[config.mk]
export PLATFORM = sky130hd
export DESIGN_NAME = bus_initiator_flat
export DESIGN_NICKNAME = d
export VERILOG_FILES = /design/src/rtl/bus_initiator_if.sv /design/src/rtl/bus_initiator.sv /design/src/flat_wrapper.sv
export SDC_FILE = /design/constraint.sdc
export NUM_CORES = 1
export LEC_CHECK = 0
export BUFFER_PORTS_ARGS = -buffer_cell sky130_fd_sc_hd__buf_2
export CAP_MARGIN = 10
export CORE_MARGIN = 10
export CORE_UTILIZATION = 53
export CTS_CLUSTER_SIZE = 16
export DETAILED_ROUTE_END_ITERATION = 8
export PLACE_DENSITY_LB_ADDON = 0.25
export SLEW_MARGIN = 20
export SYNTH_ARGS = -nofsm -noshare
export SYNTH_HDL_FRONTEND = slang
export SYNTH_SLANG_ARGS = --single-unit
[constraint.sdc]
create_clock -name clk -period 1.9 [get_ports clk]
set_input_delay 0.095 -clock clk [delete_from_list [all_inputs] [get_ports clk]]
set_output_delay 0.095 -clock clk [all_outputs]
set_load 0.03 [all_outputs]
[src/rtl/bus_initiator_if.sv]
// Core-side request/response and multiplexed memory-bus signals of the bus initiator.
// master is the initiator's view; slave is the core/responder view.
interface bus_initiator_if;
  logic       req;
  logic       we;
  logic [7:0] addr;
  logic [7:0] wdata;
  logic       pause;
  logic       ready;
  logic       done;
  logic [7:0] rdata;
  logic       ALE;
  logic       En;
  logic       Rw;
  logic [7:0] Bus_Out;
  logic [7:0] Bus_In;

  modport master (
    input  req, we, addr, wdata, pause, Bus_In,
    output ready, done, rdata, ALE, En, Rw, Bus_Out
  );

  modport slave (
    output req, we, addr, wdata, pause, Bus_In,
    input  ready, done, rdata, ALE, En, Rw, Bus_Out
  );
endinterface

[src/rtl/bus_initiator.sv]
// Multiplexed-bus initiator: runs one read or write per accepted request through
// IDLE -> ADDR -> DATA (-> CAPT) with every output registered.
module bus_initiator #(
  parameter int unsigned RD_WAIT = 0
) (
  input logic            clk,
  input logic            rst,
  bus_initiator_if.master bus
);

  typedef enum logic [1:0] {
    IDLE = 2'd0,
    ADDR = 2'd1,
    DATA = 2'd2,
    CAPT = 2'd3
  } state_t;

  localparam logic [2:0] WAIT_LAST = 3'(RD_WAIT);

  state_t     state_reg;
  logic       we_reg;
  logic [7:0] addr_reg;
  logic [7:0] wdata_reg;
  logic [2:0] wait_cnt_reg;

  logic       ready_reg;
  logic       done_reg;
  logic [7:0] rdata_reg;
  logic       ale_reg;
  logic       en_reg;
  logic       rw_reg;
  logic [7:0] bus_out_reg;

  // Outputs are loaded with the values of the state being entered, so they
  // line up exactly with state_reg.
  always_ff @(posedge clk) begin
    if (rst) begin
      state_reg    <= IDLE;
      we_reg       <= 1'b0;
      addr_reg     <= 8'h00;
      wdata_reg    <= 8'h00;
      wait_cnt_reg <= 3'd0;
      ready_reg    <= 1'b1;
      done_reg     <= 1'b0;
      rdata_reg    <= 8'h00;
      ale_reg      <= 1'b0;
      en_reg       <= 1'b0;
      rw_reg       <= 1'b0;
      bus_out_reg  <= 8'h00;
    end else begin
      done_reg <= 1'b0;
      case (state_reg)
        IDLE: begin
          if (bus.req && !bus.pause) begin
            we_reg      <= bus.we;
            addr_reg    <= bus.addr;
            wdata_reg   <= bus.wdata;
            state_reg   <= ADDR;
            ready_reg   <= 1'b0;
            ale_reg     <= 1'b1;
            en_reg      <= 1'b0;
            rw_reg      <= ~bus.we;
            bus_out_reg <= bus.addr;
          end
        end
        ADDR: begin
          state_reg   <= DATA;
          ale_reg     <= 1'b0;
          en_reg      <= 1'b1;
          rw_reg      <= ~we_reg;
          bus_out_reg <= we_reg ? wdata_reg : addr_reg;
        end
        DATA: begin
          en_reg <= 1'b0;
          if (we_reg) begin
            state_reg   <= IDLE;
            ready_reg   <= 1'b1;
            done_reg    <= 1'b1;
            rw_reg      <= 1'b0;
            bus_out_reg <= 8'h00;
          end else begin
            state_reg    <= CAPT;
            rw_reg       <= 1'b1;
            bus_out_reg  <= addr_reg;
            wait_cnt_reg <= 3'd0;
          end
        end
        CAPT: begin
          // Bus_In is only looked at on the final capture edge.
          if (wait_cnt_reg == WAIT_LAST) begin
            rdata_reg   <= bus.Bus_In;
            state_reg   <= IDLE;
            ready_reg   <= 1'b1;
            done_reg    <= 1'b1;
            rw_reg      <= 1'b0;
            bus_out_reg <= 8'h00;
          end else begin
            wait_cnt_reg <= wait_cnt_reg + 3'd1;
          end
        end
        default: state_reg <= IDLE;
      endcase
    end
  end

  assign bus.ready   = ready_reg;
  assign bus.done    = done_reg;
  assign bus.rdata   = rdata_reg;
  assign bus.ALE     = ale_reg;
  assign bus.En      = en_reg;
  assign bus.Rw      = rw_reg;
  assign bus.Bus_Out = bus_out_reg;

endmodule

[src/flat_wrapper.sv]
// flat-port wrapper written by rule: the top's interface ports become plain ports
module bus_initiator_flat 
#(
  parameter int unsigned RD_WAIT = 0
)
  (clk, rst, bus_req, bus_we, bus_addr, bus_wdata, bus_pause, bus_Bus_In, bus_ready, bus_done, bus_rdata, bus_ALE, bus_En, bus_Rw, bus_Bus_Out);
  bus_initiator_if bus_i ();
  input logic clk;
  input logic rst;
  input wire logic [$bits(bus_i.req)-1:0] bus_req;
  input wire logic [$bits(bus_i.we)-1:0] bus_we;
  input wire logic [$bits(bus_i.addr)-1:0] bus_addr;
  input wire logic [$bits(bus_i.wdata)-1:0] bus_wdata;
  input wire logic [$bits(bus_i.pause)-1:0] bus_pause;
  input wire logic [$bits(bus_i.Bus_In)-1:0] bus_Bus_In;
  output wire logic [$bits(bus_i.ready)-1:0] bus_ready;
  output wire logic [$bits(bus_i.done)-1:0] bus_done;
  output wire logic [$bits(bus_i.rdata)-1:0] bus_rdata;
  output wire logic [$bits(bus_i.ALE)-1:0] bus_ALE;
  output wire logic [$bits(bus_i.En)-1:0] bus_En;
  output wire logic [$bits(bus_i.Rw)-1:0] bus_Rw;
  output wire logic [$bits(bus_i.Bus_Out)-1:0] bus_Bus_Out;
  assign bus_i.req = bus_req;
  assign bus_i.we = bus_we;
  assign bus_i.addr = bus_addr;
  assign bus_i.wdata = bus_wdata;
  assign bus_i.pause = bus_pause;
  assign bus_i.Bus_In = bus_Bus_In;
  assign bus_ready = bus_i.ready;
  assign bus_done = bus_i.done;
  assign bus_rdata = bus_i.rdata;
  assign bus_ALE = bus_i.ALE;
  assign bus_En = bus_i.En;
  assign bus_Rw = bus_i.Rw;
  assign bus_Bus_Out = bus_i.Bus_Out;
  bus_initiator #(.RD_WAIT(RD_WAIT)) u_core (.clk(clk), .rst(rst), .bus(bus_i));
endmodule
== Yosys cells after proc, flatten, opt, wreduce, memory -nomap -nowiden ==
Index checks and enable logic that the tools add are counted.

* Register bits: 43
* Bits in latches: 0
* Bits in writable memories: 0
* Bits in read-only memories: 0
* Input bits: 29
* Output and inout bits: 21
* Logic and storage cells: 64
* Memories kept: 0

* Add/subtract/negate cells: 1
* $mul: 0
* Divide/modulo/power cells: 0
* Magnitude comparators: 0
* Eq/ne operators: 8
* Shift-type cells: 0
* Mux-type cells: 26
* Bitwise logic cells: 2
* Reduce and logical (&&, ||, !) cells: 15

{| class="wikitable"
|+ Operators with widths
! kind !! number
|-
| two-way mux 8 bit || 4
|-
| one-hot mux 8 bit (4 select lines) || 1
|-
| AND reduction 2 bit || 5
|-
| two-way mux 1 bit || 9
|-
| one-hot mux 2 bit (4 select lines) || 1
|-
| two-way mux 2 bit || 3
|-
| two-way mux 3 bit || 2
|-
| != test 2 x 1 -> 1 bit, second input constant || 3
|-
| one-hot mux 1 bit (3 select lines) || 2
|-
| one-hot mux 3 bit (2 select lines) || 1
|-
| nonzero test 3 bit || 2
|-
| == test 2 bit, second input constant || 2
|-
| != test 2 bit, second input constant || 2
|-
| one-hot mux 1 bit (2 select lines) || 2
|-
| one-hot mux 1 bit (4 select lines) || 1
|-
| AND reduction 4 bit || 1
|-
| nonzero test 2 bit || 2
|-
| adder 3 x 1 -> 3 bit, second input constant || 1
|-
| zero test 3 bit || 1
|-
| AND reduction 3 bit || 1
|-
| == test 2 x 1 -> 1 bit, second input constant || 1
|-
| zero test 2 bit || 1
|-
| inverter 1 bit || 2
|-
| logical AND 1 bit || 1
|-
| zero test 1 bit || 1
|}

== Depth between registers and ports, before layout ==
Gate-level depths: netlist (run 1).

* Depth after elaboration: 4
* Mapped depth: 8
* Mapped depth without buffers: 6

== Least setup slack after synthesis (run 1) ==
Ideal clock, no wire load.

* Path type: reg2reg
* From: register u_core.state_reg[0]
* To: register u_core.bus_out_reg[3] (netlist: u_core.bus.Bus_Out[3])
* Setup time: 134 ps
* Arrival time: 1475 ps
* Required time: 1766 ps
* Path slack: 291 ps
* Stages on the path, launching flop included: 8
* Buffers on the path: 1
* Period minus slack after synthesis: 1609 ps
* Path through: dfxtp_1 -> inv_1 -> ha_1 -> nor2b_1 -> clkbuf_1 -> a221o_1 -> nand3_1 -> a21oi_1

* Longest elaborated chain between the ends: 3
* Elaborated cells on any way between the ends: 8
* Those cells by class: 5 x eq/ne; 1 x mux; 2 x reduce/logical

{| class="wikitable"
|+ Ends and longest elaborated chain
! element !! line !! RTL
|-
| start: declaration || bus_initiator.sv:20 || <nowiki>state_t state_reg;</nowiki>
|-
| start signal: assignment || bus_initiator.sv:38 || <nowiki>state_reg <= IDLE;</nowiki>
|-
| start signal: assignment || bus_initiator.sv:58 || <nowiki>state_reg <= ADDR;</nowiki>
|-
| start signal: assignment || bus_initiator.sv:67 || <nowiki>state_reg <= DATA;</nowiki>
|-
| == test 2 bit or zero test 2 bit (tied branches) || bus_initiator.sv:52 || <nowiki>case (state_reg)</nowiki>
|-
| != test 2 x 1 -> 1 bit (no source line) || - ||
|-
| AND reduction 2 bit (no source line) || - ||
|-
| end signal: assignment || bus_initiator.sv:63 || <nowiki>bus_out_reg <= bus.addr;</nowiki>
|-
| end signal: assignment || bus_initiator.sv:71 || <nowiki>bus_out_reg <= we_reg ? wdata_reg : addr_reg;</nowiki>
|-
| end signal: assignment || bus_initiator.sv:84 || <nowiki>bus_out_reg <= addr_reg;</nowiki>
|-
| end: declaration || bus_initiator.sv:32 || <nowiki>logic [7:0] bus_out_reg;</nowiki>
|}

Parallel ways exist; a longest one is shown, timed or not.
A chain may end at the register's enable or synchronous reset.

== Worst setup path after layout (run 1) ==
* From: register u_core.state_reg[0]
* To: register u_core.bus_out_reg[1] (netlist: u_core.bus.Bus_Out[1])

The elaborated chain is that of the path after synthesis.

==> key figures, run 1 <==
Place
  – Port bufs: between 40 and 50
  – Place WS: 152 ps
  – DP HPWL: 3520 µm
  – Final GP Congestion: 0.782

Timing
  – Final Hold Vio Count: 0
  – Post-route setup slack: between 100 and 150 ps
  – Max Clock Freq: 562 MHz
  – Least-Margin Pin Slew: 641 ps
  – Min Tclk post-route: 1780 ps
  – Worst clock skew: 8.73 ps
  – Final number of max-transition violations: 0
  – RSZ-0062 raised after global routing: no
  – Relative slew slack: 57.3%
  – Final setup TNS: 0 ps
  – Endpoints failing setup: 0
  – Tcrit/Tclk final: 93.7%

Global route
  – First-pass GRT wire length: 8090 µm
  – Largest net degree at the start of global routing: 23
  – GRT Util Overall: 14.9%
  – Vias in the first global route: approximately 1700
  – Total grt overflow: 0
  – Initial antenna violation count: 0

Critical path
  – Worst Path Max Fanout: 8
  – Worst EP arrival: 1950 ps
  – CP required: 2070 ps
  – R2R setup slack: 120 ps
  – Critical Path Start Type: flop
  – Critical path class: flop to flop
  – Reg2reg path depth: 7
  – Endpoint class of the critical path: flop
  – R2R Path Start: u_core.state_reg[0]
  – RR Endpoint: u_core.bus.Bus_Out[1]

CTS
  – Hold_buf cts: 0
  – CTS resizes: 0
  – Sinks on Clock Net: 43
  – Reg clk slew, reported paths: 80 ps
  – Total CTS buffers: 5
  – Longest Clk Path Bufs: 2
  – Clock root cell: clkbuf_8
  – CTS tree: done
  – Post-CTS setup buffer count: 0
  – Clock Latency Late Sink: between 200 and 300 ps
  – H-tree levels: 2

Layout
  – ANT cells: 0
  – Share of layout cells above drive strength 1: 27.3%
  – Most frequent cells in the layout: buf_2 (49), nand2_1 (47), dfxtp_1 (43)
  – Fin util: 65.3%
  – Commonest non-fill, non-tap cell in the layout: buf_2
  – NumNets Final: 320
  – Area grow syn2layout: 16.6%
  – Filler cell count: roughly 340

Routing
  – Vias/cell: 5.32
  – DR WL met2: 2340 µm
  – Vias: roughly 1800
  – Met1 wire length: roughly 2200 µm
  – Antenna-violating nets left: 0
  – Avg WL per Cell: 15.0 µm
  – Final WL: 4940 µm
  – DR top layer: met4
  – Residual DRC count: 0
  – Wire length on met3: 334 µm
  – First DRT Iteration DRCs: 106
  – Pre-antenna DRT Iters: 4

Floorplanning
  – Area of the die: between 6000 and 7000 µm²
  – Starting density of the core: 56.0%
  – Core area: 3720 µm²
  – Vert. Die Dim: 82.7 µm
  – Die width: approximately 83 µm
  – Row cnt: 22
  – Ports: 50

Synth
  – Post-synth top area share: 41.4%
  – Area leader, netlist: dfxtp_1
  – Syn_nets: 274
  – Synth Register Bits: 43
  – Synth warn: 0
  – Post-synthesis cell count: 236
  – Post-synth cell types: 32
  – Synth top area cells: dfxtp_1 (41%), nand2_1 (8.5%), a21oi_1 (7.2%), ha_1 (5.4%), mux2i_1 (4.8%)
  – Synthesized area: around 2100 µm²
  – Mapped Avg Cell Area: 8.82 µm²
  – Seq/Total Area, Yosys: between 40 and 50%

Worst hold path
  – Min-delay worst type: input pin to flop
  – Cells on Worst Hold Path: 3
  – Min-Delay Endpoint: u_core.bus.rdata[5]
  – Hold path start: bus_Bus_In[5]

Run status
  – Status: finished, final reports clean

Pwr
  – Total Power: 2.59 mW
  – PD cells: 1070 nW/µm²
  – Leak: 1.13 nW
  – Peak supply drop: ~0.57 mV

Flow run
  – Number of max-cap violations: 0
==> routing by layer <==
layer	global-route usage, %	vias to the layer above
met4	4.85	0
li1	-	897
met5	0	-
met3	4.43	5
met2	23.8	49
met1	18.7	806
==> Yosys cell counts <==
| cell type | instances |
|---|---|
| a211o_1 | 1 |
| a211oi_1 | 3 |
| a21oi_1 | 30 |
| a21oi_2 | 1 |
| a221o_1 | 8 |
| a22o_4 | 1 |
| a22oi_2 | 1 |
| a311oi_1 | 1 |
| a41oi_1 | 1 |
| and3_1 | 2 |
| buf_1 | 1 |
| buf_2 | 2 |
| buf_4 | 1 |
| buf_6 | 6 |
| clkbuf_1 | 7 |
| dfxtp_1 | 43 |
| ha_1 | 9 |
| inv_1 | 7 |
| mux2_2 | 3 |
| mux2_4 | 6 |
| mux2i_1 | 10 |
| nand2_1 | 47 |
| nand2b_1 | 9 |
| nand2b_4 | 1 |
| nand3_1 | 9 |
| nand3b_1 | 1 |
| nor2_1 | 14 |
| nor2_2 | 1 |
| nor2b_1 | 2 |
| nor3_1 | 3 |
| o21ai_0 | 4 |
| or2_2 | 1 |
==> cell type report <==
cell class | count | area (µm²) | share of cell area [%]
clock buffer | 6 | 72.6 | 2.99
clock inverter | 1 | 30.0 | 1.24
tap | 48 | 60.1 | 2.48
multi-input combinational | 169 | 1080 | 44.5
inverter | 7 | 26.3 | 1.08
timing repair buffer | 56 | 298 | 12.3
sequential | 43 | 861 | 35.5
==> worst max-delay path by stage <==
| stage | depth (start not counted) | to | from | slack, ps |
|---|---|---|---|---|
| 5_1_grt | 6 | u_core.we_reg | u_core.state_reg[0] | 8 |
| 3_3_place_gp | 7 | u_core.bus.Bus_Out[1] | u_core.state_reg[0] | 240 |
| 6_report | 7 | u_core.bus.Bus_Out[1] | u_core.state_reg[0] | 120 |
| 4_1_cts | 7 | u_core.bus.Bus_Out[1] | u_core.state_reg[0] | 110 |
| 2_1_floorplan | 7 | u_core.bus.Bus_Out[3] | u_core.state_reg[0] | 290 |
| 3_5_place_dp | 7 | u_core.bus.Bus_Out[1] | u_core.state_reg[0] | 150 |
==> report_power, final <==
group | switching (mW) | total [mW] | internal [mW]
clock network | 0.293 | 0.678 | 0.385
logic | 0.518 | 0.835 | 0.317
registers | 0.0687 | 1.07 | 1.01
==> per-stage QoR <==
step,cells,hold WS (ps),cell area [µm²]
final,330,37.2,2430
after global routing,330,41.9,2430
after CTS,330,37.4,2430
after detailed placement,323,336,2320
after global placement,323,323,2320
after floorplan,236,231,2080
==> worst max-delay path, stage by stage (launching register included) <==
cell	delay (ps)
dfxtp_1	410
inv_1	140
ha_1	290
nor2b_1	150
buf_4	160
a221o_1	350
nand3_1	80
a21oi_1	60
==> logic make-up after synthesis <==
group | share of synthesized area [%]
mux | 10.8
compound gates | 16.2
buf+inv | 6.80
fa+ha+maj | 5.41
flops | 41.4
simple gates | 19.4
Power figures use the tool's default switching activity.
==> inputs of run 2 (changes only) <==
--- a/config.mk
+++ b/config.mk
@@ -5,6 +5,7 @@
 export SDC_FILE = /design/constraint.sdc
 export NUM_CORES = 1
 export LEC_CHECK = 0
+export ABC_AREA = 1
 export BUFFER_PORTS_ARGS = -buffer_cell sky130_fd_sc_hd__buf_2
 export CAP_MARGIN = 10
 export CORE_MARGIN = 10
==> key figures, run 2 <==
Run status
  – Status: finished, final reports clean (unchanged)

Floorplanning
  – Ports: 50 (unchanged)
  – Die width: 84.3 µm (was 82.7 µm)
  – Row cnt: 23 (was 22)
  – Vert. Die Dim: 84.3 µm (was 82.7 µm)
  – Starting density of the core: 54.7% (was 56.0%)
  – Core area: 4000 µm² (was 3720 µm²)
  – Area of the die: 7100 µm² (was 6830 µm²)

CTS
  – Hold_buf cts: 0 (unchanged)
  – Sinks on Clock Net: 43 (unchanged)
  – Longest Clk Path Bufs: 2 (unchanged)
  – Clock Latency Late Sink: 300 ps (was 290 ps)
  – Post-CTS setup buffer count: 0 (unchanged)
  – H-tree levels: 2 (unchanged)
  – Total CTS buffers: 5 (unchanged)
  – CTS tree: done (unchanged)
  – CTS resizes: 0 (unchanged)
  – Clock root cell: clkbuf_8 (unchanged)
  – Reg clk slew, reported paths: 90 ps (was 80 ps)

Layout
  – Most frequent cells in the layout: nand2_1 (79), inv_1 (58), buf_2 (49) (was buf_2 (49), nand2_1 (47), dfxtp_1 (43))
  – Share of layout cells above drive strength 1: 25.0% (was 27.3%)
  – Commonest non-fill, non-tap cell in the layout: nand2_1 (was buf_2)
  – ANT cells: 0 (unchanged)
  – Multi-input logic area: 986 µm² (was 1080 µm²)
  – Filler cell count: 374 (was 339)
  – Area grow syn2layout: 17.4% (was 16.6%)
  – NumNets Final: 401 (was 320)
  – Post-route design area: 2570 µm² (was 2430 µm²)
  – Register area: 861 µm² (unchanged)

Timing
  – Worst clock skew: 7.02 ps (was 8.73 ps)
  – Final Hold Vio Count: 0 (unchanged)
  – RSZ-0062 raised after global routing: no (unchanged)
  – Final number of max-transition violations: 0 (unchanged)
  – Min Tclk post-route: 1640 ps (was 1780 ps)
  – Least-Margin Pin Slew: 622 ps (was 641 ps)
  – Max Clock Freq: 609 MHz (was 562 MHz)
  – Endpoints failing setup: 0 (unchanged)
  – Final setup TNS: 0 ps (unchanged)
  – Relative slew slack: 58.5% (was 57.3%)
  – Tcrit/Tclk final: 86.5% (was 93.7%)

Place
  – Final GP Congestion: 0.874 (was 0.782)
  – Post-DP Area: 2430 µm² (was 2320 µm²)
  – DP HPWL: 3630 µm (was 3520 µm)
  – Port bufs: 49 (unchanged)

Worst hold path
  – Min-delay worst type: input pin to flop (unchanged)

Synth
  – Syn_nets: 355 (was 274)
  – Synthesized area: 2190 µm² (was 2080 µm²)
  – Mapped Avg Cell Area: 6.91 µm² (was 8.82 µm²)
  – Post-synth top area share: 39.3% (was 41.4%)
  – Most common cell in the synthesized netlist: nand2_1 (unchanged)
  – EDFF count, synth: 0 (unchanged)
  – Post-synthesis cell count: 317 (was 236)
  – Asr flop ratio synth: 0% (unchanged)
  – Synth warn: 0 (unchanged)
  – Synth top area cells: dfxtp_1 (39%), nand2_1 (14%), inv_1 (9.9%), a21oi_1 (8.5%), ha_1 (5.1%) (was dfxtp_1 (41%), nand2_1 (8.5%), a21oi_1 (7.2%), ha_1 (5.4%), mux2i_1 (4.8%))
  – Area leader, netlist: dfxtp_1 (unchanged)
  – Synth top cells by count: nand2_1 (79), inv_1 (58), dfxtp_1 (43), a21oi_1 (37), o21ai_1 (21) (was nand2_1 (47), dfxtp_1 (43), a21oi_1 (30), nor2_1 (14), mux2i_1 (10))
  – Synth Register Bits: 43 (unchanged)
  – Post-synth top flop: dfxtp_1 (unchanged)
  – Seq/Total Area, Yosys: 39.3% (was 41.4%)
  – Post-synth cell types: 22 (was 32)

Global route
  – Total grt overflow: 0 (unchanged)
  – Vias in the first global route: 1887 (was 1707)
  – Initial antenna violation count: 0 (unchanged)
  – Largest net degree at the start of global routing: 36 (was 23)
  – First-pass GRT wire length: 8560 µm (was 8090 µm)
  – GRT Util Overall: 13.9% (was 14.9%)

Critical path
  – Endpoint class of the critical path: flop (unchanged)
  – Critical Path Start Type: flop (unchanged)
  – Critical path class: flop to flop (unchanged)
  – CP required: 2080 ps (was 2070 ps)
  – Worst Path Max Fanout: 35 (was 8)
  – Worst EP arrival: 1820 ps (was 1950 ps)
  – R2R setup slack: 260 ps (was 120 ps)

Routing
  – Pre-antenna DRT Iters: 4 (unchanged)
  – Final WL: 4770 µm (was 4940 µm)
  – First DRT Iteration DRCs: 82 (was 106)
  – Antenna-violating nets left: 0 (unchanged)
  – Vias: 1915 (was 1757)
  – Vias/cell: 4.63 (was 5.32)
  – Avg WL per Cell: 11.5 µm (was 15.0 µm)
  – Residual DRC count: 0 (unchanged)

Pwr
  – Peak supply drop: 0.993 mV (was 0.566 mV)
  – Total Power: 2.79 mW (was 2.59 mW)
  – PD cells: 1090 nW/µm² (was 1070 nW/µm²)
  – Leak: 1.30 nW (was 1.13 nW)

Flow run
  – Number of max-cap violations: 0 (unchanged)
run 2: per-layer routing:
metal,vias up,GRT usage [%],wire length [µm]
li1,1057,-,-
met1,809,17.4,2260
met2,41,22.3,2180
met3,8,3.77,261
met4,0,5.02,61
met5,-,0,0
run 2: final timing paths:
path / startpoint / endpoint / depth (start not counted)
worst max-delay path: u_core.state_reg[0] / u_core.bus.ALE / 7
worst min-delay path: bus_Bus_In[4] / u_core.bus.rdata[4] / 3
worst max register to register: u_core.state_reg[0] / u_core.bus.ALE / 7
worst min register to register: u_core.bus.rdata[5] / u_core.bus.rdata[5] / 2
run 2: kinds of logic (layout without fill, tap and decap cells):
group	Yosys count	in the layout	synth area share (%)
fa+ha+maj	9	9	5.14
simple gates	117	117	23.3
compound gates	69	69	16.6
buf+inv	79	126	15.7
flops	43	43	39.3
run 2: power breakdown:
part           leakage, nW  switching, mW  total (mW)  internal (mW)
Clock               0.0644          0.325       0.849          0.524
Sequential           0.352         0.0693        1.09           1.02
Combinational        0.886          0.585       0.853          0.268
run 2: final cells by class:
class | count | area share [%]
clock inverters | 3 | 2.63
inverters | 65 | 9.69
clock buffers | 5 | 2.68
multi-input cells | 195 | 38.4
flip-flops and latches | 43 | 33.5
well taps | 50 | 2.43
repair buffers | 53 | 10.7
run 2: critical path, stage by stage (launching register included):
cell     delay (ps)
dfxtp_1         470
inv_1           150
ha_1            280
nand3_2          80
buf_4           300
nand2_1         110
nand2_1          80
nor2_1           50
run 2: through the flow:
step           setup slack [ps]  cells  hold slack (ps)  util (%)
2_1_floorplan               548    317              225         -
3_3_place_gp                366    406              356      60.8
3_5_place_dp                350    406              368      60.8
4_1_cts                     270    414             62.0      64.2
5_1_grt                    83.3    414             59.6      64.2
6_report                    257    414             61.1      64.2
==> inputs of run 3 (changes only) <==
--- a/config.mk
+++ b/config.mk
@@ -8,6 +8,7 @@
 export ABC_AREA = 1
 export BUFFER_PORTS_ARGS = -buffer_cell sky130_fd_sc_hd__buf_2
 export CAP_MARGIN = 10
+export CORE_ASPECT_RATIO = 0.8
 export CORE_MARGIN = 10
 export CORE_UTILIZATION = 53
 export CTS_CLUSTER_SIZE = 16
==> key figures, run 3 (synthesis gave the netlist of run 2 again) <==
CTS
  – H-tree levels: 2 (unchanged)
  – Reg clk slew, reported paths: 80 ps (was 90 ps)
  – Clock Latency Late Sink: 290 ps (was 300 ps)
  – Longest Clk Path Bufs: 2 (unchanged)
  – Hold_buf cts: 0 (unchanged)
  – Post-CTS setup buffer count: 0 (unchanged)
  – CTS resizes: 0 (unchanged)
  – Sinks on Clock Net: 43 (unchanged)
  – Total CTS buffers: 5 (unchanged)
  – CTS tree: done (unchanged)
  – Clock root cell: clkbuf_8 (unchanged)

Critical path
  – Worst Path Max Fanout: 8 (was 35)
  – CP Cell Sequence: inv_1 > ha_1 > inv_1 > nand2_1 > nand2_1 > nand2_1 > nand2_1 > nand2_1 > nand2_1 > inv_1 (was inv_1 > ha_1 > nand3_2 > buf_4 > nand2_1 > nand2_1 > nor2_1)
  – Worst Path Buf+Inv: 3 (was 2)
  – Worst EP arrival: 1760 ps (was 1820 ps)
  – CP required: 2100 ps (was 2080 ps)
  – Critical Path Most Common Cell: nand2_1 (unchanged)
  – Crit path largest cell delay: 430 ps (was 470 ps)
  – Endpoint class of the critical path: flop (unchanged)
  – Critical Path Start Type: flop (unchanged)
  – Slowest cell on crit path: dfxtp_1 (unchanged)
  – Critical path's top delay family: simple AND/OR/NAND/NOR gates (was flip-flops)
  – Critical path class: flop to flop (unchanged)

Global route
  – Vias in the first global route: 1808 (was 1887)
  – Global Route met1 Usage: 17.5% (was 17.4%)
  – Largest net degree at the start of global routing: 36 (unchanged)
  – GRT Util Overall: 13.4% (was 13.9%)
  – Layer with the highest usage: met2 (unchanged)
  – Initial antenna violation count: 0 (unchanged)
  – Total grt overflow: 0 (unchanged)
  – GR Util met2: 20.6% (was 22.3%)
  – First-pass GRT wire length: 8170 µm (was 8560 µm)
  – Met3 usage in global routing: 4.81% (was 3.77%)

Timing
  – Max Clock Freq: 640 MHz (was 609 MHz)
  – Tcrit/Tclk final: 82.3% (was 86.5%)
  – Min Tclk post-route: 1560 ps (was 1640 ps)
  – Final Hold Vio Count: 0 (unchanged)
  – Final setup TNS: 0 ps (unchanged)
  – Final number of max-transition violations: 0 (unchanged)
  – Least-Margin Pin Slew: 394 ps (was 622 ps)
  – Endpoints failing setup: 0 (unchanged)
  – Worst clock skew: 6.04 ps (was 7.02 ps)
  – Relative slew slack: 73.7% (was 58.5%)
  – RSZ-0062 raised after global routing: no (unchanged)

Place
  – DP HPWL: 3550 µm (was 3630 µm)
  – Post-DP Area: 2430 µm² (about the same)
  – Final GP Congestion: 0.832 (was 0.874)
  – Port bufs: 49 (unchanged)

Routing
  – First DRT Iteration DRCs: 99 (was 82)
  – Vias/cell: 4.50 (was 4.63)
  – Pre-antenna DRT Iters: 4 (unchanged)
  – Avg WL per Cell: 11.1 µm (was 11.5 µm)
  – Antenna-violating nets left: 0 (unchanged)
  – Final WL: 4630 µm (was 4770 µm)
  – Vias: 1879 (was 1915)
  – Residual DRC count: 0 (unchanged)

Floorplanning
  – Starting density of the core: 56.5% (was 54.7%)
  – Ports: 50 (unchanged)
  – Vert. Die Dim: 77.5 µm (was 84.3 µm)
  – Die width: 91.9 µm (was 84.3 µm)
  – Core area: 3880 µm² (was 4000 µm²)
  – Area of the die: 7120 µm² (was 7100 µm²)
  – Row cnt: 20 (was 23)

Run status
  – Status: finished, final reports clean (unchanged)

Layout
  – ANT cells: 0 (unchanged)
  – Commonest non-fill, non-tap cell in the layout: nand2_1 (unchanged)
  – Share of layout cells above drive strength 1: 24.5% (was 25.0%)
  – NumNets Final: 400 (was 401)
  – Filler cell count: 371 (was 374)
  – Area grow syn2layout: 17.1% (was 17.4%)
  – Post-route design area: 2560 µm² (was 2570 µm²)
  – Most frequent cells in the layout: nand2_1 (79), inv_1 (58), buf_2 (49) (unchanged)

Pwr
  – Total Power: 2.77 mW (was 2.79 mW)
  – Net Switching: 0.959 mW (was 0.980 mW)
  – PD cells: 1080 nW/µm² (was 1090 nW/µm²)
  – Comb power frac: 30.6% (about the same)
  – Leak: 1.30 nW (about the same)
  – Peak supply drop: 0.586 mV (was 0.993 mV)
  – P_int: 1.81 mW (about the same)
  – Seq pwr share: 39.2% (was 39.0%)
  – Clk network pwr share: 30.3% (was 30.4%)
  – Sw frac: 34.6% (was 35.1%)

Worst hold path
  – Min-delay worst type: input pin to flop (unchanged)

Flow run
  – Number of max-cap violations: 0 (unchanged)
run 3: cell types whose count changed in the layout (fill, tap and decap cells not counted), sizes merged:
cell,previous run,this run
buf,53,52
clkbuf,5,6
clkinvlp,1,0
run 3: routing by layer:
layer  part of all wire, %  up-vias
met3                   5.0        4
met4                  0.58        0
met5                     0        -
li1                      -     1048
met1                    52      791
met2                    42       36
run 3: power by group through the flow:
stage	logic, mW	clock network (mW)	registers, mW
4_1_cts	0.852	0.855	1.09
2_1_floorplan	0.575	0	1.23
5_1_grt	0.966	0.890	1.10
6_report	0.846	0.838	1.08
3_3_place_gp	0.835	0	1.10
3_5_place_dp	0.847	0	1.11
run 3: metrics by stage:
| stage | utilization, % | setup WS [ps] | hold WS [ps] | instances |
|---|---|---|---|---|
| global route | 66.1 | 135 | 83.3 | 418 |
| floorplan | - | 548 | 225 | 317 |
| detailed placement | 62.7 | 366 | 367 | 410 |
| global placement | 62.7 | 388 | 356 | 410 |
| finish | 66.1 | 337 | 64.1 | 418 |
| CTS | 66.1 | 341 | 56.5 | 418 |
run 3: final cells by class:
type / instances / area, µm² / share of cell area, %
multi-input combinational: 195 / 986 / 38.4
sequential: 43 / 861 / 33.6
timing repair buffer: 52 / 268 / 10.4
inverter: 65 / 249 / 9.71
clock buffer: 6 / 72.6 / 2.83
tap: 55 / 68.8 / 2.68
clock inverter: 2 / 60.1 / 2.34
run 3: worst min-delay path: stages:
cell     delay (ps)
buf_2            80
o21ai_1          60
a21oi_1         100
run 3: path summary, 6_finish.rpt:
path	start	endpoint	slack (ps)	cells past startpoint
worst max-delay path	u_core.state_reg[1]	u_core.bus.Bus_Out[4]	340	10
worst min-delay path	bus_wdata[0]	u_core.wdata_reg[0]	60	3
worst max register to register	u_core.state_reg[1]	u_core.bus.Bus_Out[4]	340	10
worst min register to register	u_core.bus.rdata[6]	u_core.bus.rdata[6]	440	2
